## src/rtl/ic_ashr_cmp_witness_seq.sv

```systemverilog
// Sequential witness search: find x in [0, W-1] with (s >>a x) op t, op = ULT/UGT.
// Optional macro IC_XCHECK_EN adds ic_err, a closed-form invertibility cross-check.
module ic_ashr_cmp_witness_seq #(
  parameter int W          = 4,
  parameter int SEARCH_DIR = 0
) (
  input  logic         clk,
  input  logic         rst,
  input  logic         start,
  input  logic [W-1:0] s,
  input  logic [W-1:0] t,
  input  logic         op,
  output logic         busy,
  output logic         done,
  output logic         found,
  output logic [W-1:0] x_out
`ifdef IC_XCHECK_EN
  ,
  output logic         ic_err
`endif
);

  localparam int KW = (W > 2) ? $clog2(W) : 1;
  localparam logic [KW-1:0] K_ONE  = KW'(1);
  localparam logic [KW-1:0] K_LAST = KW'(W - 1);
  localparam logic [KW-1:0] K_INIT = (SEARCH_DIR != 0) ? K_LAST : '0;

  typedef enum logic [1:0] {IDLE, SEARCH, DONE} state_t;

  state_t              state, state_nxt;
  logic signed [W-1:0] s_q;
  logic [W-1:0]        t_q;
  logic                op_q;
  logic [KW-1:0]       k;
  logic signed [W-1:0] r;
  logic                hit;
  logic                last;

  function automatic logic signed [W-1:0] asr(input logic signed [W-1:0] v,
                                              input logic [KW-1:0] sh);
    return v >>> sh;
  endfunction

  function automatic logic cmp_hit(input logic [W-1:0] a, input logic [W-1:0] b,
                                   input logic use_ugt);
    return use_ugt ? (a > b) : (a < b);
  endfunction

  assign r    = asr(s_q, k);
  assign hit  = cmp_hit($unsigned(r), t_q, op_q);
  assign last = (SEARCH_DIR != 0) ? (k == '0) : (k == K_LAST);

  assign busy = (state == SEARCH);
  assign done = (state == DONE);

  always_ff @(posedge clk) begin
    if (rst) state <= IDLE;
    else     state <= state_nxt;
  end

  always_comb begin
    state_nxt = state;
    case (state)
      IDLE:    if (start) state_nxt = SEARCH;
      SEARCH:  if (hit || last) state_nxt = DONE;
      DONE:    state_nxt = IDLE;
      default: state_nxt = IDLE;
    endcase
  end

  // Operand latch, candidate stepping and result registers
  always_ff @(posedge clk) begin
    if (rst) begin
      s_q   <= '0;
      t_q   <= '0;
      op_q  <= 1'b0;
      k     <= '0;
      found <= 1'b0;
      x_out <= '0;
    end else begin
      case (state)
        IDLE: if (start) begin
          s_q   <= s;
          t_q   <= t;
          op_q  <= op;
          k     <= K_INIT;
          found <= 1'b0;
          x_out <= '0;
        end
        SEARCH: begin
          if (hit) begin
            found <= 1'b1;
            x_out <= {{(W-KW){1'b0}}, k};
          end else if (last) begin
            found <= 1'b0;
            x_out <= '0;
          end else if (SEARCH_DIR != 0) begin
            k <= k - K_ONE;
          end else begin
            k <= k + K_ONE;
          end
        end
        default: ;
      endcase
    end
  end

`ifdef IC_XCHECK_EN
  logic ic;

  // Closed form: a witness exists iff this holds for the latched operands
  always_ff @(posedge clk) begin
    if (rst) begin
      ic     <= 1'b0;
      ic_err <= 1'b0;
    end else if (state == IDLE && start) begin
      ic     <= op ? ((s[W-1] && (t != '1)) || (s > t))
                   : ((!s[W-1] && (t != '0)) || (s < t));
      ic_err <= 1'b0;
    end else if (state == DONE) begin
      ic_err <= (ic != found);
    end
  end
`endif

endmodule

```

## config.mk

```make
export PLATFORM = sky130hd
export DESIGN_NAME = ic_ashr_cmp_witness_seq
export DESIGN_NICKNAME = d
export VERILOG_FILES = /design/src/rtl/ic_ashr_cmp_witness_seq.sv
export SDC_FILE = /design/constraint.sdc
export NUM_CORES = 1
export LEC_CHECK = 0
export CAP_MARGIN = 20
export CELL_PAD_IN_SITES_DETAIL_PLACEMENT = 0
export CELL_PAD_IN_SITES_GLOBAL_PLACEMENT = 2
export CORE_MARGIN = 8
export CORE_UTILIZATION = 28
export DETAILED_ROUTE_END_ITERATION = 10
export PLACE_DENSITY_LB_ADDON = 0.1
export SYNTH_ARGS = -nofsm -noshare
export SYNTH_HDL_FRONTEND = slang
export SYNTH_SLANG_ARGS = --single-unit
```

## constraint.sdc

```tcl
create_clock -name clk -period 2.87 [get_ports clk]
set_input_delay 0.574 -clock clk [delete_from_list [all_inputs] [get_ports clk]]
set_output_delay 0.574 -clock clk [all_outputs]
set_load 0.05 [all_outputs]
```

Word-level counts from Yosys, hierarchy flattened. Cells that the tools add are included.

Input port bits: 12. Word-level logic and storage cells: 42. Flip-flop bits (word level): 18. Output and inout port bits: 7.

Reduce and logical (&&, ||, !) cells: 7. Magnitude comparators: 2. Add/subtract/negate cells: 1. Muxes and demuxes: 16. Shifts and indexed selects: 1. Equal/unequal tests: 8.

Operators by type and width (count): 4-bit two-way mux (3); 2-bit two-way mux (5); 2-bit one-hot mux with 2 select lines (2); 4-bit one-hot mux with 2 select lines (1); 2-bit != test, second input constant (3); 2-bit equality test, second input constant (2); 4-bit greater-than comparator (1); 4-bit less-than comparator (1); 1-bit two-way mux (4); 2-bit AND reduction (2); 4-bit AND reduction (1); 4-bit by 2-bit >>> shifter with 4-bit output (1); 3-bit by 1-bit != test with 1-bit output, second input constant (1); 3-bit AND reduction (1); 2-bit by 1-bit adder with 2-bit output, second input constant (1); 2-bit by 1-bit equality test with 1-bit output, second input constant (1); 2-bit zero test (1); 2-bit by 1-bit != test with 1-bit output, second input constant (1); 1-bit one-hot mux with 2 select lines (1); 2-bit nonzero test (1); 1-bit logical OR (1).

Longest topological paths before layout. Gate-level depths: netlist of the first run.

Depth in word-level cells: 6. Gate-level depth with buffers: 9. Depth with buffers taken out: 9.

Least setup slack after synthesis of the first run. OpenSTA, ideal clock, no wires.

Kind: reg2reg. Start: register k[0]. End: register k[0]. Data arrival time: 2.069 ns. Library setup time: 0.121 ns. Clock period less this slack: 2.190 ns. Slack: 0.680 ns. Stages on the path, launching flop included: 9. Path buffers: 0. Path through: dfxtp_1 -> mux4_2 -> inv_1 -> ha_1 -> nor2b_4 -> o211ai_2 -> a21oi_2 -> nor4_4 -> mux2_2.

Cells in the longest elaborated chain, start to end: 5. Elaborated cells between the ends (all ways): 12. Classes of those cells: add/sub (1); order compare (2); eq/ne (3); shift (1); mux (4); reduce/logical (1).

Ends and longest elaborated chain: start, declared (RTL line 34) `logic [KW-1:0] k;`; start signal, assigned (RTL line 98) `k <= k - K_ONE;`; start signal, assigned (RTL line 100) `k <= k + K_ONE;`; 4-bit by 2-bit >>> shifter with 4-bit output (RTL line 41) `return v >>> sh;`; 4-bit less-than comparator / 4-bit greater-than comparator (equally long branches) (RTL line 46) `return use_ugt ? (a > b) : (a < b);`; 1-bit two-way mux (RTL line 46); 2-bit != test (no line); 4-bit AND reduction (no line).

Parallel ways exist; a longest one is shown, timed or not. The select of a mux whose other input is x is not followed. A chain may end at the register's enable or synchronous reset.

Worst setup path after layout of the first run. Ends and elaborated chain as after synthesis.

==> results.ini, run 1 <==
[outcome]
outcome=finished clean

[critical_path]
reg2reg_from=k[0]$_SDFFE_PP0P_
crit_arrival_ns=2.53
worst_path_max_delay_cell=mux4_2
cp-startpoint=k[0]$_SDFFE_PP0P_
crit_path_start_kind=flop
cp_max_fo=6
required_ns=3.05
path_class=flop to flop
r2r_cells=8
critPathCaptureType=flop
cp_slowest_stage_delay_ns=0.53
path_cells=mux4_2, inv_1, ha_1, nor2b_4, o211ai_2, a21oi_2, nor4_4, mux2_2
rrSetupSlack_ns=0.52

[worst_hold_path]
hold_path_depth=2
hold_path.class=flop to flop
min_from=t_q[1]$_SDFFE_PP0P_

[placed_design]
io_buffers=16
gp_congestion=0.811
place_hpwl_um=1440
dpl.cell_count=145

[timing]
hold_slack_ns=0.465
rsz0062_at_grt=false
finalCriticalPeriod_ns=2.35
setup_tns_ns=0
hold_violations=0
setup_viol=0
fin_worst_skew_ns=0.00465
max-slew-margin-rel_pct=65.0
fmax_mhz=425
worstMarginPinSlew_ns=0.524
drv_slew=0
finalCritPeriodShare_pct=81.9

[power_and_ir_drop]
leakage_nw=0.397
power_w=0.000523
powerDensity_mw_per_mm2=495
irDropWorstVdd_mv=0.215

[clock_network]
numCtsBuffers=3
cts.sinks=16
cts_tree=yes
cts_resized=0
clkTransAtPathRegs_ns=0.09
htreeDepth=1
clock_latency_ns=0.28
cts_root_buffer=clkbuf_4
cts_hold_buffers=0
post_cts_buffers=0
clockBufferDepth=2

[logic_synthesis]
ys_ff_latch=16
synth_flop_cell=dfxtp_1
synth_common_cells=nand2_1 (20), dfxtp_1 (16), a21oi_1 (11)
ys_seq_area_share_pct=37.8
synth_top_area_share_pct=37.8
synth_most_common_cell=nand2_1
postSynthAreaPerCell_sq_um=8.56
yosysWarnings=0
synth_area_leaders=dfxtp_1 (38%), nand2_1 (8.9%), ha_1 (7.4%)
yosys.area.top_type=dfxtp_1
syn_area_sq_um=847
async_reset_ff_share_pct=0
ys_types=29
synth-edff-count=0
synthCells=99

[global_route]
grt_pass1_vias=734
grtUsageTotal_pct=8.10
grt_overflow_total=0
antenna_found_initial=0
grt_max_degree=13
grt_pass1_wl_um=3240

[floorplan]
die_width_um=71
core_region_area_sq_mm=0.00295
die-area_sq_mm=0.00504
num_rows=20
ioPinCount=19
initial_core_util_pct=28.7
fp.dieH_um=71

[route]
via_count=723
drt_iter0_markers=29
dr.pass1.iters=4
drcViolationCount=0
antenna_left=0
via_per_inst=4.89
wl_per_cell_um=12.5
wirelength_um=1850

[run]
max-cap-violations=0

[final_layout]
diodes=0
instances_no_fill=148
nNetsFinal=134
syn2layout_area_growth_pct=24.7
drive_above_1_share_pct=13.0

-- final timing paths --
kind | end
setup / recovery | k[0]$_SDFFE_PP0P_
hold / removal | t_q[1]$_SDFFE_PP0P_
setup reg to reg | k[0]$_SDFFE_PP0P_
hold reg to reg | t_q[1]$_SDFFE_PP0P_
-- power by group --
part           leakage, nW  total (W)  internal [W]  switching, W
registers            0.131   0.000248      0.000237     0.0000107
clock network       0.0138   0.000119     0.0000487     0.0000704
logic                0.252   0.000156     0.0000684     0.0000878
-- cells in the final DEF (no fill, tap or decap), drive strengths merged, types with 2 or more instances in the layout --
cell and instances:
a21oi 12, clkbuf 3, clkdlybuf4s50 16, conb 2
dfxtp 16, ha 5, inv 9, mux2 3
nand2 20, nand2b 2, nor2 6, nor2b 2
nor3 3, o21ai 2, o32ai 2
-- registers in the layout, indices dropped and copies added (netlist names) --
register	count
found	1
state	2
k	2
t_q	4
x_out	2
op_q	1
s_q	4
-- kinds of logic (layout without fill, tap and decap cells) --
kind of cell	Yosys count	count (layout)	synth area share [%]
AO/OA/AOI/OAI	20	20	16.0
adder cells (fa/ha/maj)	5	5	7.39
multiplexers	5	5	7.83
flip-flops	16	16	37.8
AND/OR/NAND/NOR	38	38	23.5
buffers and inverters	14	29	7.09
other	1	2	0.443
-- critical path: cells and delay by family, from the launching register on --
family,cells,cell delay (ns)
and+or+nand+nor,2,0.35
DFF,1,0.47
buffers and inverters,1,0.07
AOI/OAI and AO/OA,2,0.28
adders and majority gates,1,0.18
muxes,2,0.90
-- stage by stage --
| stage | utilization, % | setup slack [ns] | cell area [sq um] |
|---|---|---|---|
| final | 35.8 | 0.518 | 1060 |
| after CTS | 35.8 | 0.504 | 1060 |
| after detailed placement | 35.0 | 0.516 | 1030 |
| after floorplan | - | 0.680 | 851 |
| after global routing | 35.8 | 0.399 | 1060 |
| after global placement | 35.0 | 0.588 | 1030 |
-- metal layers --
metal | vias up | wire, um | GRT usage (%)
met5 | - | 0 | 0
met4 | 0 | 16 | 2.31
met3 | 2 | 108 | 3.95
met2 | 15 | 883 | 14.3
met1 | 340 | 845 | 8.23
li1 | 366 | - | -
-- cell type report --
type | instances | area [sq um]
repair buffers | 17 | 168
multi-input cells | 70 | 470
fillers | 320 | 1900
well taps | 33 | 41.3
clock buffers | 3 | 22.5
inverters | 9 | 33.8
flip-flops and latches | 16 | 320
No activity file was read; power rests on OpenSTA's default activity.
==> run 2: changes to the inputs <==
==> constraint.sdc (replaced) <==
create_clock -name clk -period 2.2 [get_ports clk]
set_input_delay 0.44 -clock clk [delete_from_list [all_inputs] [get_ports clk]]
set_output_delay 0.44 -clock clk [all_outputs]
set_load 0.05 [all_outputs]
==> results.ini, run 2 (synthesis results as in run 1) <==
[floorplan]
die-area_sq_mm=0.00504
initial_core_util_pct=28.7
num_rows=20
ioPinCount=19
die_width_um=71
fp.dieH_um=71
core_region_area_sq_mm=0.00295

[placed_design]
io_buffers=16
place_hpwl_um=1520
dpl.cell_count=149
gp_congestion=0.739
pre_cts_ws_ns=-0.104

[timing]
fmax_mhz=448
setup_ws_ns=-0.0328
finalCriticalPeriod_ns=2.23
drv_slew=0
hold_slack_ns=0.461
fin_worst_skew_ns=0.00835
hold_violations=0
finalCritPeriodShare_pct=101
worstMarginPinSlew_ns=0.497
rsz0062_at_grt=true
max-slew-margin-rel_pct=66.8
setup_viol=3

[worst_hold_path]
min_from=t_q[2]$_SDFFE_PP0P_
min_to=t_q[2]$_SDFFE_PP0P_
hold_path.class=flop to flop
hold_path_depth=2

[critical_path]
cp_max_fo=3
worst_path_max_delay_cell=dfxtp_4
r2r_cells=9
path_common_cell=mux2_4
rr_endpoint=k[0]$_SDFFE_PP0P_
path_class=flop to flop
required_ns=2.39
critPathCaptureType=flop
cp_slowest_stage_delay_ns=0.38
crit_arrival_ns=2.43
rrSetupSlack_ns=-0.03
path_cells=buf_6, nor2_4, mux2_4, ha_4, nand4_1, nand2_2, a21oi_4, nor4_4, mux2_4
reg2reg_from=k[0]$_SDFFE_PP0P_
crit_path_start_kind=flop

[final_layout]
syn2layout_area_growth_pct=43.4
final_cell_mix=nand2_1 (19), clkdlybuf4s50_1 (15), dfxtp_1 (14)
instances_no_fill=156
diodes=0
nNetsFinal=142
fillers=312
final_common_cell=nand2_1
drive_above_1_share_pct=29.3
reg_top3=s_q x4, t_q x4

[global_route]
grt_pass1_wl_um=3590
grt_pass1_vias=835
antenna_found_initial=0
grt_max_degree=11
grt_overflow_total=0
grtUsageTotal_pct=8.89

[outcome]
outcome=finished with violations
violations=negative setup slack

[clock_network]
clkTransAtPathRegs_ns=0.10
numCtsBuffers=3
cts.sinks=16
htreeDepth=1
cts_tree=yes
clock_latency_ns=0.30
cts_hold_buffers=0
clockBufferDepth=2
cts_root_buffer=clkbuf_4

[route]
wl_met1_um=916
dr_wl_met3_um=128
antenna_left=0
drt_iter0_markers=25
via_count=751
dr.pass1.iters=4
drcViolationCount=0
wirelength_um=2120
top_layer_used=met4
routed-wl-met2_um=1050
via_per_inst=4.81
wl_per_cell_um=13.6

[power_and_ir_drop]
powerDensity_mw_per_mm2=621
irDropWorstVdd_mv=0.321
leakage_nw=0.456

[run]
max-cap-violations=0

-- run 2: how the worst max path moves through the flow --
| stage | start | endpoint | slack (ns) | depth (start not counted) |
|---|---|---|---|---|
| 6_report | k[0]$_SDFFE_PP0P_ | k[0]$_SDFFE_PP0P_ | -0.03 | 9 |
| 5_1_grt | k[0]$_SDFFE_PP0P_ | k[0]$_SDFFE_PP0P_ | -0.12 | 9 |
| 4_1_cts | k[0]$_SDFFE_PP0P_ | k[0]$_SDFFE_PP0P_ | -0.02 | 8 |
| 3_5_place_dp | k[0]$_SDFFE_PP0P_ | k[0]$_SDFFE_PP0P_ | -0.10 | 8 |
| 3_3_place_gp | k[0]$_SDFFE_PP0P_ | k[0]$_SDFFE_PP0P_ | -0.07 | 8 |
| 2_1_floorplan | k[0]$_SDFFE_PP0P_ | k[0]$_SDFFE_PP0P_ | 0.01 | 8 |
-- run 2: layout make-up --
class                   count  area, sq um  area share, %
multi-input cells          70          561           46.1
flip-flops and latches     16          328           27.0
repair buffers             25          229           18.8
well taps                  33         41.3           3.40
inverters                   9         33.8           2.78
clock buffers               3         22.5           1.85
-- run 2: worst max-delay path, delay by kind of cell (launching register included) --
kind | cells | cell delay (ns)
compound gates | 1 | 0.05
mux | 2 | 0.65
buf+inv | 1 | 0.12
simple gates | 4 | 0.65
fa+ha+maj | 1 | 0.29
flops | 1 | 0.38
-- run 2: report_power, final --
part / switching, W / internal [W]
combinational: 0.000141 / 0.000128
clock: 0.0000979 / 0.0000638
sequential: 0.0000151 / 0.000307
total: 0.000254 / 0.000499
-- run 2: repair_timing --
item / in CTS / in global routing
endpoints found under the setup margin: 5 / 5
resized for setup: 9 / 15
buffers inserted: 2 / 2
pin swaps: 4 / 6
-- run 2: layer usage --
| metal | track usage [%] | vias to the layer above |
|---|---|---|
| li1 | - | 382 |
| met1 | 8.96 | 351 |
| met2 | 15.6 | 14 |
| met3 | 4.38 | 4 |
| met4 | 3.00 | 0 |
| met5 | 0 | - |
-- run 2: stage by stage --
step	TNS (ns)	total power, W	cell area (sq um)	utilization, %
finish	-0.0607	0.000754	1210	41.1
global route	-0.352	0.000804	1210	41.1
CTS	-0.0279	0.000728	1140	38.5
detailed placement	-0.357	0.000546	1060	35.9
global placement	-0.212	0.000543	1060	35.9
floorplan	0	0.000479	851	-
